<file path="src/rtl/game_fsm.sv">
// game_fsm: dino-runner game state controller.
// Drives the 2-bit state bus (IDLE/RUN/FAST/GAMEOVER), a 4-digit BCD score that
// advances once every SCORE_DIV frames while running, promotion to FAST at a
// score threshold, game-over latching on collision and a frame-counted restart
// hold-off.
// Optional feature: define HI_SCORE_EN to keep a best-score register (hi_score);
// without it hi_score is tied to zero and no compare or register is built.
module game_fsm #(
   parameter int unsigned SCORE_DIV     = 6,
   parameter logic [15:0] FAST_SCORE    = 16'h0300,
   parameter int unsigned GAMEOVER_HOLD = 30
) (
   input  logic        clk,
   input  logic        rst,
   input  logic        new_frame,
   input  logic        btn_jump,
   input  logic        collision,
   output logic [1:0]  state,
   output logic [15:0] score,
   output logic [15:0] hi_score,
   output logic        run_start
);

   localparam int unsigned DIV_W   = 6;
   localparam int unsigned HOLD_W  = 8;
   localparam int unsigned SCORE_W = 16;

   localparam logic [DIV_W-1:0]   DIV_LAST  = DIV_W'(SCORE_DIV - 1);
   localparam logic [HOLD_W-1:0]  HOLD_INIT = HOLD_W'(GAMEOVER_HOLD);
   localparam logic [SCORE_W-1:0] SCORE_MAX = 16'h9999;

   // 00/11 freeze the ground, 01/10 scroll it; the ground block relies on this.
   typedef enum logic [1:0] {
      S_IDLE = 2'b00,
      S_RUN  = 2'b01,
      S_FAST = 2'b10,
      S_OVER = 2'b11
   } state_t;

   state_t               state_q;
   logic [DIV_W-1:0]     frame_div;
   logic [HOLD_W-1:0]    hold_cnt;
   logic [SCORE_W-1:0]   score_inc_c;

   // Per-digit BCD increment with ripple carry; each digit wraps 9 -> 0.
   function automatic logic [SCORE_W-1:0] bcd_inc(input logic [SCORE_W-1:0] v);
      logic [SCORE_W-1:0] r;
      logic               carry;
      r     = v;
      carry = 1'b1;
      for (int i = 0; i < 4; i++) begin
         if (carry) begin
            if (r[4*i +: 4] == 4'd9) begin
               r[4*i +: 4] = 4'd0;
            end else begin
               r[4*i +: 4] = r[4*i +: 4] + 4'd1;
               carry       = 1'b0;
            end
         end
      end
      return r;
   endfunction

   // Next score value, saturating at 9999.
   always_comb begin
      score_inc_c = score;
      if (score != SCORE_MAX) begin
         score_inc_c = bcd_inc(score);
      end
   end

   // Game state machine with registered score, divider, hold-off and run_start.
   always_ff @(posedge clk) begin
      if (rst) begin
         state_q   <= S_IDLE;
         score     <= '0;
         frame_div <= '0;
         hold_cnt  <= '0;
         run_start <= 1'b0;
      end else begin
         run_start <= 1'b0;
         case (state_q)
            S_IDLE: begin
               if (btn_jump) begin
                  state_q   <= S_RUN;
                  score     <= '0;
                  frame_div <= '0;
                  run_start <= 1'b1;
               end
            end
            S_RUN, S_FAST: begin
               if (collision) begin
                  // Score freezes; any same-cycle increment is dropped.
                  state_q  <= S_OVER;
                  hold_cnt <= HOLD_INIT;
               end else begin
                  if (new_frame) begin
                     if (frame_div == DIV_LAST) begin
                        frame_div <= '0;
                        score     <= score_inc_c;
                     end else begin
                        frame_div <= frame_div + DIV_W'(1);
                     end
                  end
                  // Promotion looks at the registered score, so it lands one clock later.
                  if (state_q == S_RUN && score >= FAST_SCORE) begin
                     state_q <= S_FAST;
                  end
               end
            end
            S_OVER: begin
               if (new_frame && hold_cnt != '0) begin
                  hold_cnt <= hold_cnt - HOLD_W'(1);
               end
               // Press is judged on the pre-decrement hold count.
               if (btn_jump && hold_cnt == '0) begin
                  state_q   <= S_RUN;
                  score     <= '0;
                  frame_div <= '0;
                  run_start <= 1'b1;
               end
            end
            default: begin
               state_q <= S_IDLE;
            end
         endcase
      end
   end

   assign state = state_q;

`ifdef HI_SCORE_EN
   // Best score: score is frozen in GAMEOVER, so the compare settles one clock after entry.
   always_ff @(posedge clk) begin
      if (rst) begin
         hi_score <= '0;
      end else if (state_q == S_OVER && score > hi_score) begin
         hi_score <= score;
      end
   end
`else
   assign hi_score = '0;
`endif

endmodule

</file>
<file path="config.mk">
export PLATFORM = sky130hd
export DESIGN_NAME = game_fsm
export DESIGN_NICKNAME = d
export VERILOG_FILES = /design/src/rtl/game_fsm.sv
export SDC_FILE = /design/constraint.sdc
export NUM_CORES = 1
export LEC_CHECK = 0
export CAP_MARGIN = 0
export CORE_UTILIZATION = 35
export DETAILED_ROUTE_END_ITERATION = 6
export SLEW_MARGIN = 10
export SYNTH_ARGS = -nofsm -noshare
export SYNTH_HDL_FRONTEND = slang
export SYNTH_SLANG_ARGS = --single-unit
</file>
<file path="constraint.sdc">
create_clock -name clk -period 2.4 [get_ports clk]
set_input_delay 0.24 -clock clk [delete_from_list [all_inputs] [get_ports clk]]
set_output_delay 0.24 -clock clk [all_outputs]
set_load 0.005 [all_outputs]
</file>
* Word-level counts from Yosys, hierarchy flattened *
Index checks and enable logic that the tools add are counted.

operators by class
  add/subtract/negate cells = 6
  reduce and logical (&&, ||, !) cells = 15
  multiplexer cells = 39
  $lt $le $gt $ge = 1
  equal/unequal tests = 21

operators with widths
  operator                                                count
  two-way mux 16 bit                                      6
  case mux 16 bit (3 select lines)                        1
  two-way mux 6 bit                                       5
  two-way mux 4 bit                                       7
  inequality test 2 bit (second input constant)           11
  AND reduction 7 bit                                     3
  case mux 6 bit (3 select lines)                         1
  adder 4 x 1 -> 4 bit (second input constant)            4
  equality test 4 bit (second input constant)             4
  >= comparator 16 x 10 -> 1 bit (second input constant)  1
  two-way mux 8 bit                                       2
  inequality test 16 bit (second input constant)          1
  case mux 8 bit (2 select lines)                         1
  two-way mux 1 bit                                       10
  zero test 8 bit                                         1
  two-way mux 2 bit                                       4
  nonzero test 8 bit                                      1
  subtractor 8 x 1 -> 8 bit (second input constant)       1
  adder 6 x 1 -> 6 bit (second input constant)            1
  equality test 6 x 3 -> 1 bit (second input constant)    1
  case mux 2 bit (3 select lines)                         1
  AND reduction 3 bit                                     2
  AND reduction 6 bit                                     1
  equality test 2 bit (second input constant)             2
  other kinds (8)                                         10

word-level totals
  input bits = 5
  output and inout bits = 35
  register bits after elaboration = 33
  logic and storage cells = 90

* Longest topological paths before layout *
Gate-level depths: netlist of run 1.

  depth in word-level cells = 13
  mapped depth = 9
  depth with buffers taken out = 7

* Worst setup path before layout of run 1 *
Ideal clock, no wire load.

  kind = flip-flop to flip-flop
  from = register hold_cnt[0]
  to = register score[15]
  cell stages (with the launch flop) = 8
  buffers on the path = 0
  data required time = 2.305 ns
  clock period less this slack = 2.106 ns
  data arrival time = 2.011 ns
  library setup time = 0.095 ns
  setup slack = 0.294 ns
  path through = dfxtp_1 inv_1 ha_1 or3b_2 o21ai_4 nand2_2 or4_1 a221oi_1

on the way
  longest elaborated chain between the ends = 4

RTL lines
  element                                 RTL line  RTL
  start, declared                         42        logic [HOLD_W-1:0] hold_cnt;
  start signal, assigned                  113       hold_cnt <= hold_cnt - HOLD_W'(1);
  zero test 8 bit                         116       if (btn_jump && hold_cnt == '0) begin
  logical AND 1 bit                       116
  inequality test 2 bit (no source line)  n/a
  AND reduction 7 bit (no source line)    n/a
  end signal, assigned                    100       score <= score_inc_c;
  end, declared                           19        output logic [15:0] score,

Every way passes these cells.
A chain may end at the register's enable or synchronous reset.

* Worst setup path after layout of run 1 *
  from = register hold_cnt[0]
  to = register score[9]

The elaborated chain is that of the path after synthesis.

==> results of run 1 <==
[registers in the layout (all words and copies together), names as in the netlist]
| register | cells |
|---|---|
| state | 2 |
| hold_cnt | 8 |
| frame_div | 6 |
| score | 16 |
| run_start | 1 |
[how the worst min path moves through the flow]
stage / start / cells after the start / slack (ps) / end
after floorplan: btn_jump / 1 / 410 / run_start
after global routing: hold_cnt[1] / 2 / 530 / hold_cnt[1]
after global placement: hold_cnt[1] / 2 / 490 / hold_cnt[1]
after detailed placement: hold_cnt[1] / 2 / 500 / hold_cnt[1]
final: hold_cnt[1] / 2 / 500 / hold_cnt[1]
after CTS: hold_cnt[1] / 2 / 510 / hold_cnt[1]
[worst max-delay path: cells and delay by family (launching register included)]
kind	cells	cell delay [ps]
DFF	1	320
AOI/OAI and AO/OA	2	380
adders and majority gates	1	150
buffers and inverters	2	290
and+or+nand+nor	3	1000
[power groups by stage]
stage / registers [W] / logic [W] / clock network [W]
after floorplan: 0.000706 / 0.000553 / 0
final: 0.000710 / 0.000766 / 0.000423
after global routing: 0.000723 / 0.000857 / 0.000461
after global placement: 0.000720 / 0.000731 / 0
after detailed placement: 0.000722 / 0.000741 / 0
after CTS: 0.000710 / 0.000750 / 0.000438
[cells in the mapped netlist, drive strengths merged, types with 3 or more instances]
cell / n / area share [%]
nand2b: 3 / 0.86
a31oi: 4 / 1.1
buf: 19 / 6.4
a211oi: 3 / 1.0
o21ai: 13 / 3.5
o31ai: 4 / 1.4
or4: 7 / 2.6
nor2: 18 / 3.1
a21oi: 20 / 4.6
ha: 19 / 11
dfxtp: 33 / 30
or3: 6 / 1.7
a2111oi: 3 / 1.2
nand2: 12 / 2.2
xnor2: 7 / 2.8
nand3: 17 / 3.9
inv: 16 / 2.7
nor4: 5 / 1.4
nand3b: 7 / 2.4
a311oi: 3 / 1.2
[metrics by stage]
stage               setup WS (ps)  area (um2)  hold WS [ps]  utilization [%]  instances
floorplan                     294        2250           412                -        272
global placement              138        2520           488             42.1        362
detailed placement           92.6        2520           498             42.1        362
CTS                          69.9        2610           508             43.5        369
global route                 36.3        2620           532             43.7        370
finish                        190        2620           500             43.7        370
[cells in the final DEF (no fill, tap or decap), types with 2 or more instances in the layout]
cell type	count
a21o_1	2
nand2b_1	3
buf_4	16
o31ai_1	4
ha_1	19
o21bai_1	2
a21oi_1	20
o21ai_0	11
a211oi_1	3
nor2_1	18
a21boi_0	2
dfxtp_1	33
o21a_1	2
nor4_1	5
xor2_1	2
a2111oi_0	2
clkbuf_8	6
nand2_1	11
clkdlybuf4s50_1	23
a311oi_1	3
xnor2_1	7
nor2b_1	2
a31oi_1	4
a221oi_1	2
nand3b_1	7
or3_1	6
nand4_1	2
conb_1	16
or4_1	6
o21ba_2	2
inv_1	16
nand3_1	17
[per-layer routing]
metal,track usage (%),up-vias
met5,0,-
met4,3.21,0
met3,4.16,2
met2,26.2,35
met1,20.6,889
li1,-,984
[cells by family (layout without fill, tap and decap cells)]
kind of cell               after synthesis  in the layout
DFF                                     33             33
adders and majority gates               19             19
other                                    1             16
AOI/OAI and AO/OA                       69             69
buffers and inverters                   39             62
xor gates and xnor gates                 9              9
and+or+nand+nor                         87             87
[repair_timing]
item                                   CTS  global route
resized for setup                        0             3
buffers inserted                         0             1
endpoints found under the hold margin    0             0
setup endpoints to repair                0             7
hold buffers                             0             0
[layout make-up]
type / instances / share of cell area [%]
multi-input cells: 200 / 52.2
well taps: 75 / 3.58
flip-flops and latches: 33 / 25.2
inverters: 16 / 2.29
repair buffers: 39 / 13.4
clock buffers: 7 / 3.30
==> summary.md, run 1 <==
| Metric | Value |
|---|---|
| Max-Cap Viols | 0 |
| Switching part of the total power | 36.8% |
| Most used DFF post-synth | dfxtp_1 |
| I/O Buffers | 23 |
| Crit path launch | hold_cnt[0] |
| Slew headroom | 63.8% |
| Initial antenna violation count | 0 |
| Worst-case reg-to-reg path depth | 8 |
| Mean Syn Cell Area | 8.53 um2 |
| Startpoint types | flip-flop |
| Maximum root-to-sink buffer count | 2 |
| Routed WL per cell | around 13 um |
| Die area | around 6600 um2 |
| Gr ovfl total | 0 |
| Tmin final | about 2200 ps |
| Largest net degree at the start of global routing | 15 |
| Global-route wire length before repair | roughly 8100 um |
| Worst-path fanout max | 13 |
| Reg-to-Reg Start | hold_cnt[0] |
| Met2 WL | ~2200 um |
| Combinational share of power | 40.3% |
| Pint | 0.00120 W |
| Post-synth EDFFs | 0 |
| Adder-cell share of the synthesized area | roughly 11% |
| Fmax | between 400 and 500 MHz |
| Fill count | 628 |
| Uppermost layer routed | met4 |
| 1st-iter DRT viols | 96 |
| Syn Std Cell Area | about 2200 um2 |
| Main combinational cell family by area after synthesis | simple AND/OR/NAND/NOR gates |
| Placer Congestion | 0.790 |
| Layout area overhead | 19.4% |
| RR Endpoint | score[9] |
| Overall Power | 0.00190 W |
| Share of layout cells above drive strength 1 | 11.2% |
| Post-synthesis compound-gate area fraction | 21.3% |
| Die Y | 81.2 um |
| Vias in the first global route | roughly 1800 |
| Critical Path Slowest Stage Cell | or4_1 |
| DR WL met3 | around 220 um |
| Final ANT Viol Nets | 0 |
| CP max stage delay | around 500 ps |
| Clock share of power | roughly 22% |
| Cells along the critical path | inv_1 > ha_1 > or3b_4 > o21ai_4 > nand2_2 > buf_4 > or4_1 > a21oi_1 |
| Starting Density | 36.6% |
| Slew @ Worst Pin | 529 ps |
| Post-Synth XOR/XNOR Area | under 10% |
| Number of vias per cell | around 5.2 |
| CTS root buffer | clkbuf_8 |
| Post-synth cell types | about 50 |
| Reg clk slew, reported paths | approximately 70 ps |
| Synth Area in Simple Gates | a little under a quarter |
| M1 WL | 2330 um |
| Req. time, crit path | around 2600 ps |
| #FFs+latches synth | 33 |
| Status | finished clean |
| Sink Count | 33 |
| Crit path capture | score[9] |
| CTS Buf Count | 5 |
| Skew-Pair Late Insertion Delay | around 280 ps |
| Ys Warns | 0 |
| Post-synthesis sequential area ratio | between 30% and 40% |
| GRT Total Usage | between 10% and 20% |
| Register Area | roughly 660 um2 |
| Type of the worst setup path | flip-flop to flip-flop |
| Net Sw Power | roughly 0.0007 W |
| Async S/R FF share, synth | 0% |
| Via count | roughly 1900 |
| Final Hold Vio Count | 0 |
| 1st-pass router iterations | 4 |
| PwrDens | approximately 730 nW/um2 |
| Final Cycle Share | about 92% |
| Mux share of post-synthesis cell area | 0% |
| Drt drc | 0 |
| Setup TNS | 0 ps |
| Post-DP HPWL | 3620 um |
| Die W | slightly above 80 um |
| Final nets | approximately 320 |
| Core Area | around 6000 um2 |
| RSZ-0062 raised after global routing | no |
| Ports | 40 |
| Final setup fails | 0 |
| H-tree depth | 2 |
| Row count | 28 |
| R2r setup slk | 190 ps |
| Total wire length | around 4800 um |
| Final Max Tran Viols | 0 |
| Skew final | 6.44 ps |
| Maximum VDD drop | 0.314 mV |
| CTS tree | done |
| Flop pwr share | 37.4% |
| Setup crit end kind | flip-flop |
| Area of the multi-input gates | approximately 1400 um2 |
| Synthesized netlist cell count | 257 |
| P_leak | between 0.9 and 1 nW |
| Hold WC Path Type | flip-flop to flip-flop |
| Worst EP arrival | 2420 ps |
| Diodes inserted | 0 |
No activity file was read; power rests on OpenSTA's default activity.
==> run 2, diff against run 1 <==
--- a/config.mk
+++ b/config.mk
@@ -6,6 +6,7 @@
 export NUM_CORES = 1
 export LEC_CHECK = 0
 export CAP_MARGIN = 0
+export CORE_MARGIN = 2
 export CORE_UTILIZATION = 35
 export DETAILED_ROUTE_END_ITERATION = 6
 export SLEW_MARGIN = 10
==> summary.md, run 2 (synthesized netlist as in run 1, its figures left out) <==
| Metric | Value |
|---|---|
| Crit path buffers/inverters | 0 (-2) |
| CTS root buffer | clkbuf_8 |
| PwrDens | 738 nW/um2 (+1.7%) |
| Final Hold Vio Count | 0 (unchanged) |
| Maximum root-to-sink buffer count | 2 (unchanged) |
| DP Cell Count | 362 (unchanged) |
| Skew final | 4.68 ps (-1.75 ps) |
| Global-route wire length before repair | 8330 um (+3.2%) |
| Slew @ Worst Pin | 595 ps (+65.9 ps) |
| Core Area | 5990 um2 (unchanged) |
| Crit path launch | frame_div[3] |
| Vias in the first global route | 1774 (+0.74%) |
| Initial antenna violation count | 0 (unchanged) |
| Placer Congestion | 0.819 (+3.6%) |
| Final Max Tran Viols | 0 (unchanged) |
| Row count | 28 (unchanged) |
| Drt drc | 0 (unchanged) |
| Skew-Pair Late Insertion Delay | 290 ps (about the same) |
| CTS tree | done |
| Number of vias per cell | 5.08 (-1.5%) |
| Die W | 83.2 um (+2.5%) |
| Commonest non-fill, non-tap cell in the layout | dfxtp_1 |
| Max-Cap Viols | 0 (unchanged) |
| Status | finished clean |
| Tmin final | 2230 ps (+17.0 ps) |
| Ports | 40 (unchanged) |
| Layout area overhead | 21.2% |
| 1st-pass router iterations | 4 (unchanged) |
| Largest Register | score |
| GRT Total Usage | 14.4% (-1.4 points) |
| Via count | 1896 (-0.73%) |
| Reg-to-Reg Start | frame_div[3] |
| Maximum VDD drop | 0.361 mV (+15%) |
| Sink Count | 33 (unchanged) |
| Biggest regs | score x16, hold_cnt x8, frame_div x6 |
| Post-DP HPWL | 3600 um (-0.63%) |
| Startpoint types | flip-flop |
| Final ANT Viol Nets | 0 (unchanged) |
| Worst EP arrival | 2450 ps (+30 ps) |
| Diodes inserted | 0 (unchanged) |
| Worst-path fanout max | 7 (-6) |
| Gr ovfl total | 0 (unchanged) |
| Largest net degree at the start of global routing | 15 (unchanged) |
| Die Y | 83.2 um (+2.5%) |
| Cells along the critical path | nor4b_4 > nand4b_4 > o41a_1 > or4_1 > a21oi_1 |
| Most frequent cells in the layout | dfxtp_1 (33), clkdlybuf4s50_1 (23), a21oi_1 (19), ha_1 (19) |
| Die area | 6920 um2 (+5.0%) |
| CP max stage delay | 550 ps (+50 ps) |
| Starting Density | 36.6% (unchanged) |
| Hold path start | hold_cnt[1] |
| Final nets | 321 (+0.63%) |
| Slew headroom | 60.2% (-3.6 points) |
| Top Family by Delay on Critical Path | simple AND/OR/NAND/NOR gates |
| 1st-iter DRT viols | 79 (-18%) |
| I/O Buffers | 23 (unchanged) |
| RSZ-0062 raised after global routing | no |
| Final Util | 44.4% (+0.65 points) |
| Setup TNS | 0 ps (unchanged) |
| Total wire length | 4930 um (+3.9%) |
| R2r setup slk | 170 ps (-20 ps) |
| Setup crit end kind | flip-flop |
| Finished Layout Cells | 373 (+0.81%) |
| Routed WL per cell | 13.2 um (+3.0%) |
| Final Cycle Share | 92.8% (+0.71 points) |
| Req. time, crit path | 2630 ps (+20 ps) |
| Hold WC Path Type | flip-flop to flip-flop |
| Final setup fails | 0 (unchanged) |
| Critical Path Slowest Stage Cell | o41a_1 |
| H-tree depth | 2 (unchanged) |
| Fmax | 449 MHz (-0.76%) |
| Max reg flops | 16 (unchanged) |
| Type of the worst setup path | flip-flop to flip-flop |
| P_leak | 0.974 nW (+2.1%) |
| Share of layout cells above drive strength 1 | 13.1% (+1.9 points) |
| Reg clk slew, reported paths | 70 ps (about the same) |
| CTS Buf Count | 5 (unchanged) |
==> run 2: metrics by stage <==
stage	area, um2	hold slack, ps	setup WS (ps)	total power [W]
5_1_grt	2660	525	50.5	0.00209
3_3_place_gp	2520	485	130	0.00146
6_report	2660	504	173	0.00196
3_5_place_dp	2520	496	102	0.00147
4_1_cts	2620	506	74.7	0.00195
2_1_floorplan	2250	412	294	0.00126
==> run 2: power by group <==
part | internal (W) | leakage [nW] | switching, W | total (W)
Sequential | 0.000628 | 0.269 | 0.0000815 | 0.000709
Combinational | 0.000348 | 0.651 | 0.000430 | 0.000778
Clock | 0.000259 | 0.0542 | 0.000214 | 0.000473
==> run 2: tightest hold or removal path, cell delays in order (launching register included) <==
cell	delay, ps
dfxtp_1	310
nor2_1	100
a311oi_1	50
==> run 2: metal layers <==
metal | GRT usage (%) | up-vias | part of all wire, %
li1 | - | 986 | -
met1 | 19.5 | 864 | 51
met2 | 22.4 | 39 | 44
met3 | 3.78 | 7 | 3.8
met4 | 4.47 | 0 | 1.4
met5 | 0 | - | 0
==> run 2: final timing paths <==
kind	endpoint	cells after the start
max	score[8]	5
min	hold_cnt[1]	2
max reg2reg	score[8]	5
min reg2reg	hold_cnt[1]	2
==> run 2: cell type report <==
cell class / instances / area, um2
Clock buffer: 7 / 96.3
Clock inverter: 1 / 5.00
Fill cell: 603 / 3330
Inverter: 16 / 60.1
Multi-Input combinational cell: 200 / 1380
Sequential cell: 33 / 661
Tap cell: 75 / 93.8
Timing Repair Buffer: 41 / 365
==> run 2: repair_timing <==
action / CTS / global route
hold buffers: 0 / 0
setup endpoints to repair: 0 / 7
setup buffers: 0 / 3
hold endpoints to repair: 0 / 0
resized for setup: 0 / 4
==> run 3, diff against run 2 <==
--- a/config.mk
+++ b/config.mk
@@ -8,8 +8,10 @@
 export CAP_MARGIN = 0
 export CORE_MARGIN = 2
 export CORE_UTILIZATION = 35
+export CTS_BUF_LIST = sky130_fd_sc_hd__clkbuf_2 sky130_fd_sc_hd__clkbuf_4 sky130_fd_sc_hd__clkbuf_8
 export DETAILED_ROUTE_END_ITERATION = 6
-export SLEW_MARGIN = 10
+export MAX_ROUTING_LAYER = met4
+export SLEW_MARGIN = 20
 export SYNTH_ARGS = -nofsm -noshare
 export SYNTH_HDL_FRONTEND = slang
 export SYNTH_SLANG_ARGS = --single-unit
==> summary.md, run 3 (synthesized netlist as in run 1, its figures left out) <==
| Metric | Value |
|---|---|
| Setup crit end kind | flip-flop |
| Routed WL per cell | 13.1 um (-0.68%) |
| CP max stage delay | 550 ps (about the same) |
| Final Hold Slack | 504 ps (+0.305 ps) |
| CTS Hold Bufs | 0 (unchanged) |
| Overall Power | 0.00195 W (-0.36%) |
| Worst-path fanout max | 7 (unchanged) |
| Worst EP arrival | 2460 ps (about the same) |
| Register Area | 661 um2 (unchanged) |
| Max reg flops | 16 (unchanged) |
| Crit path buffers/inverters | 0 (unchanged) |
| 1st-pass router iterations | 4 (unchanged) |
| Largest Register | score |
| Reg-to-Reg Start | frame_div[3] |
| Final Max Tran Viols | 0 (unchanged) |
| Global-route wire length before repair | 8330 um (unchanged) |
| CTS root buffer | clkbuf_8 |
| Core Area | 5990 um2 (unchanged) |
| Final Cycle Share | 92.8% (about the same) |
| Fmax | 449 MHz (about the same) |
| Ports | 40 (unchanged) |
| Vias in the first global route | 1774 (unchanged) |
| Via count | 1900 (+0.21%) |
| Sink Count | 33 (unchanged) |
| Total wire length | 4870 um (-1.2%) |
| Reg clk slew, reported paths | 70 ps (about the same) |
| Die Y | 83.2 um (unchanged) |
| Final instance area | 2640 um2 (-0.57%) |
| Final nets | 319 (-0.62%) |
| Drt drc | 0 (unchanged) |
| Fill count | 605 (+0.33%) |
| Cells along the critical path | nor4b_4 > nand4b_4 > o41a_1 > or4_1 > a21oi_1 |
| Diodes inserted | 0 (unchanged) |
| RSZ-0062 raised after global routing | no |
| Die area | 6920 um2 (unchanged) |
| Skew final | 4.60 ps (-0.0800 ps) |
| Setup TNS | 0 ps (unchanged) |
| CTS tree | done |
| Status | finished clean |
| Layout area overhead | 20.5% |
| Row count | 28 (unchanged) |
| Type of the worst setup path | flip-flop to flip-flop |
| Area of the multi-input gates | 1380 um2 (unchanged) |
| Hold path start | hold_cnt[1] |
| H-tree depth | 2 (unchanged) |
| Final setup fails | 0 (unchanged) |
| Maximum VDD drop | 0.362 mV (+0.50%) |
| Gr ovfl total | 0 (unchanged) |
| Post-DP HPWL | 3600 um (unchanged) |
| Max-Cap Viols | 0 (unchanged) |
| Skew-Pair Late Insertion Delay | 290 ps (about the same) |
| Hold WC Path Type | flip-flop to flip-flop |
| Commonest non-fill, non-tap cell in the layout | dfxtp_1 |
| Placer Congestion | 0.831 (+1.5%) |
| Startpoint types | flip-flop |
| Final ANT Viol Nets | 0 (unchanged) |
| Die W | 83.2 um (unchanged) |
| DP Area | 2520 um2 (unchanged) |
| Biggest regs | score x16, hold_cnt x8, frame_div x6 |
| Initial antenna violation count | 0 (unchanged) |
| PwrDens | 739 nW/um2 (+0.21%) |
| Crit path launch | frame_div[3] |
| GRT Total Usage | 14.8% (+0.41 points) |
| P_leak | 0.966 nW (-0.86%) |
| Number of vias per cell | 5.12 (+0.75%) |
| Slew headroom | 61.4% (+1.2 points) |
| Slew @ Worst Pin | 577 ps (-18.6 ps) |
| Final Hold Vio Count | 0 (unchanged) |
| CTS Buf Count | 5 (unchanged) |
| I/O Buffers | 23 (unchanged) |
| Most frequent cells in the layout | dfxtp_1 (33), clkdlybuf4s50_1 (23), a21oi_1 (19), ha_1 (19), nor2_1 (18) |
| Largest net degree at the start of global routing | 15 (unchanged) |
| Critical Path Slowest Stage Cell | o41a_1 |
| Share of layout cells above drive strength 1 | 12.5% (-0.59 points) |
| Starting Density | 36.6% (unchanged) |
| Req. time, crit path | 2630 ps (about the same) |
| Maximum root-to-sink buffer count | 2 (unchanged) |
| Tmin final | 2230 ps (+1.27 ps) |
| Top Family by Delay on Critical Path | simple AND/OR/NAND/NOR gates |
| 1st-iter DRT viols | 100 (+27%) |
==> run 3: changes by cell type in the layout (fill, tap and decap cells not counted), sizes merged <==
| cell | before | now |
|---|---|---|
| buf | 18 | 16 |
==> run 3: layout make-up <==
| class | count | area share, % |
|---|---|---|
| sequential | 33 | 25.0 |
| clock inverter | 1 | 0.189 |
| timing repair buffer | 39 | 13.3 |
| inverter | 16 | 2.27 |
| clock buffer | 7 | 3.65 |
| tap | 75 | 3.55 |
| multi-input combinational | 200 | 52.1 |
==> run 3: worst register-to-register path, delay by kind of cell, from the launching register on <==
| family | cells | cell delay (ps) |
|---|---|---|
| AOI/OAI and AO/OA | 2 | 690 |
| DFF | 1 | 360 |
| and+or+nand+nor | 3 | 1110 |
==> run 3: metal layers <==
metal / vias up / share of wire, % / wire [um] / GRT usage, %
met5: - / 0 / 0 / -
met4: 0 / 1.4 / 70 / 4.47
met3: 7 / 4.1 / 199 / 3.68
met2: 44 / 45 / 2180 / 22.4
met1: 867 / 50 / 2430 / 19.5
li1: 982 / - / - / -
==> run 3: power breakdown <==
group          internal (W)  switching [W]  leakage (nW)
registers          0.000628      0.0000812         0.269
logic              0.000344       0.000425         0.643
clock network      0.000259       0.000216        0.0542
total               0.00123       0.000723         0.966
==> run 3: path summary, 6_finish.rpt <==
check                     end  slack (ps)  cells after the start
setup reg to reg     score[8]         170                      5
setup / recovery     score[8]         170                      5
hold reg to reg   hold_cnt[1]         500                      2
hold / removal    hold_cnt[1]         500                      2
==> run 3: per-stage QoR <==
step | worst slack [ps] | util (%) | cells
2_1_floorplan | 294 | - | 272
3_3_place_gp | 130 | 42.1 | 362
3_5_place_dp | 102 | 42.1 | 362
4_1_cts | 74.7 | 43.8 | 370
5_1_grt | 50.5 | 44.1 | 371
6_report | 172 | 44.1 | 371
==> run 3: repair_timing <==
action,4_1_cts,5_1_grt
gates resized for setup,0,3
setup buffers,0,1
setup endpoints to repair,0,7
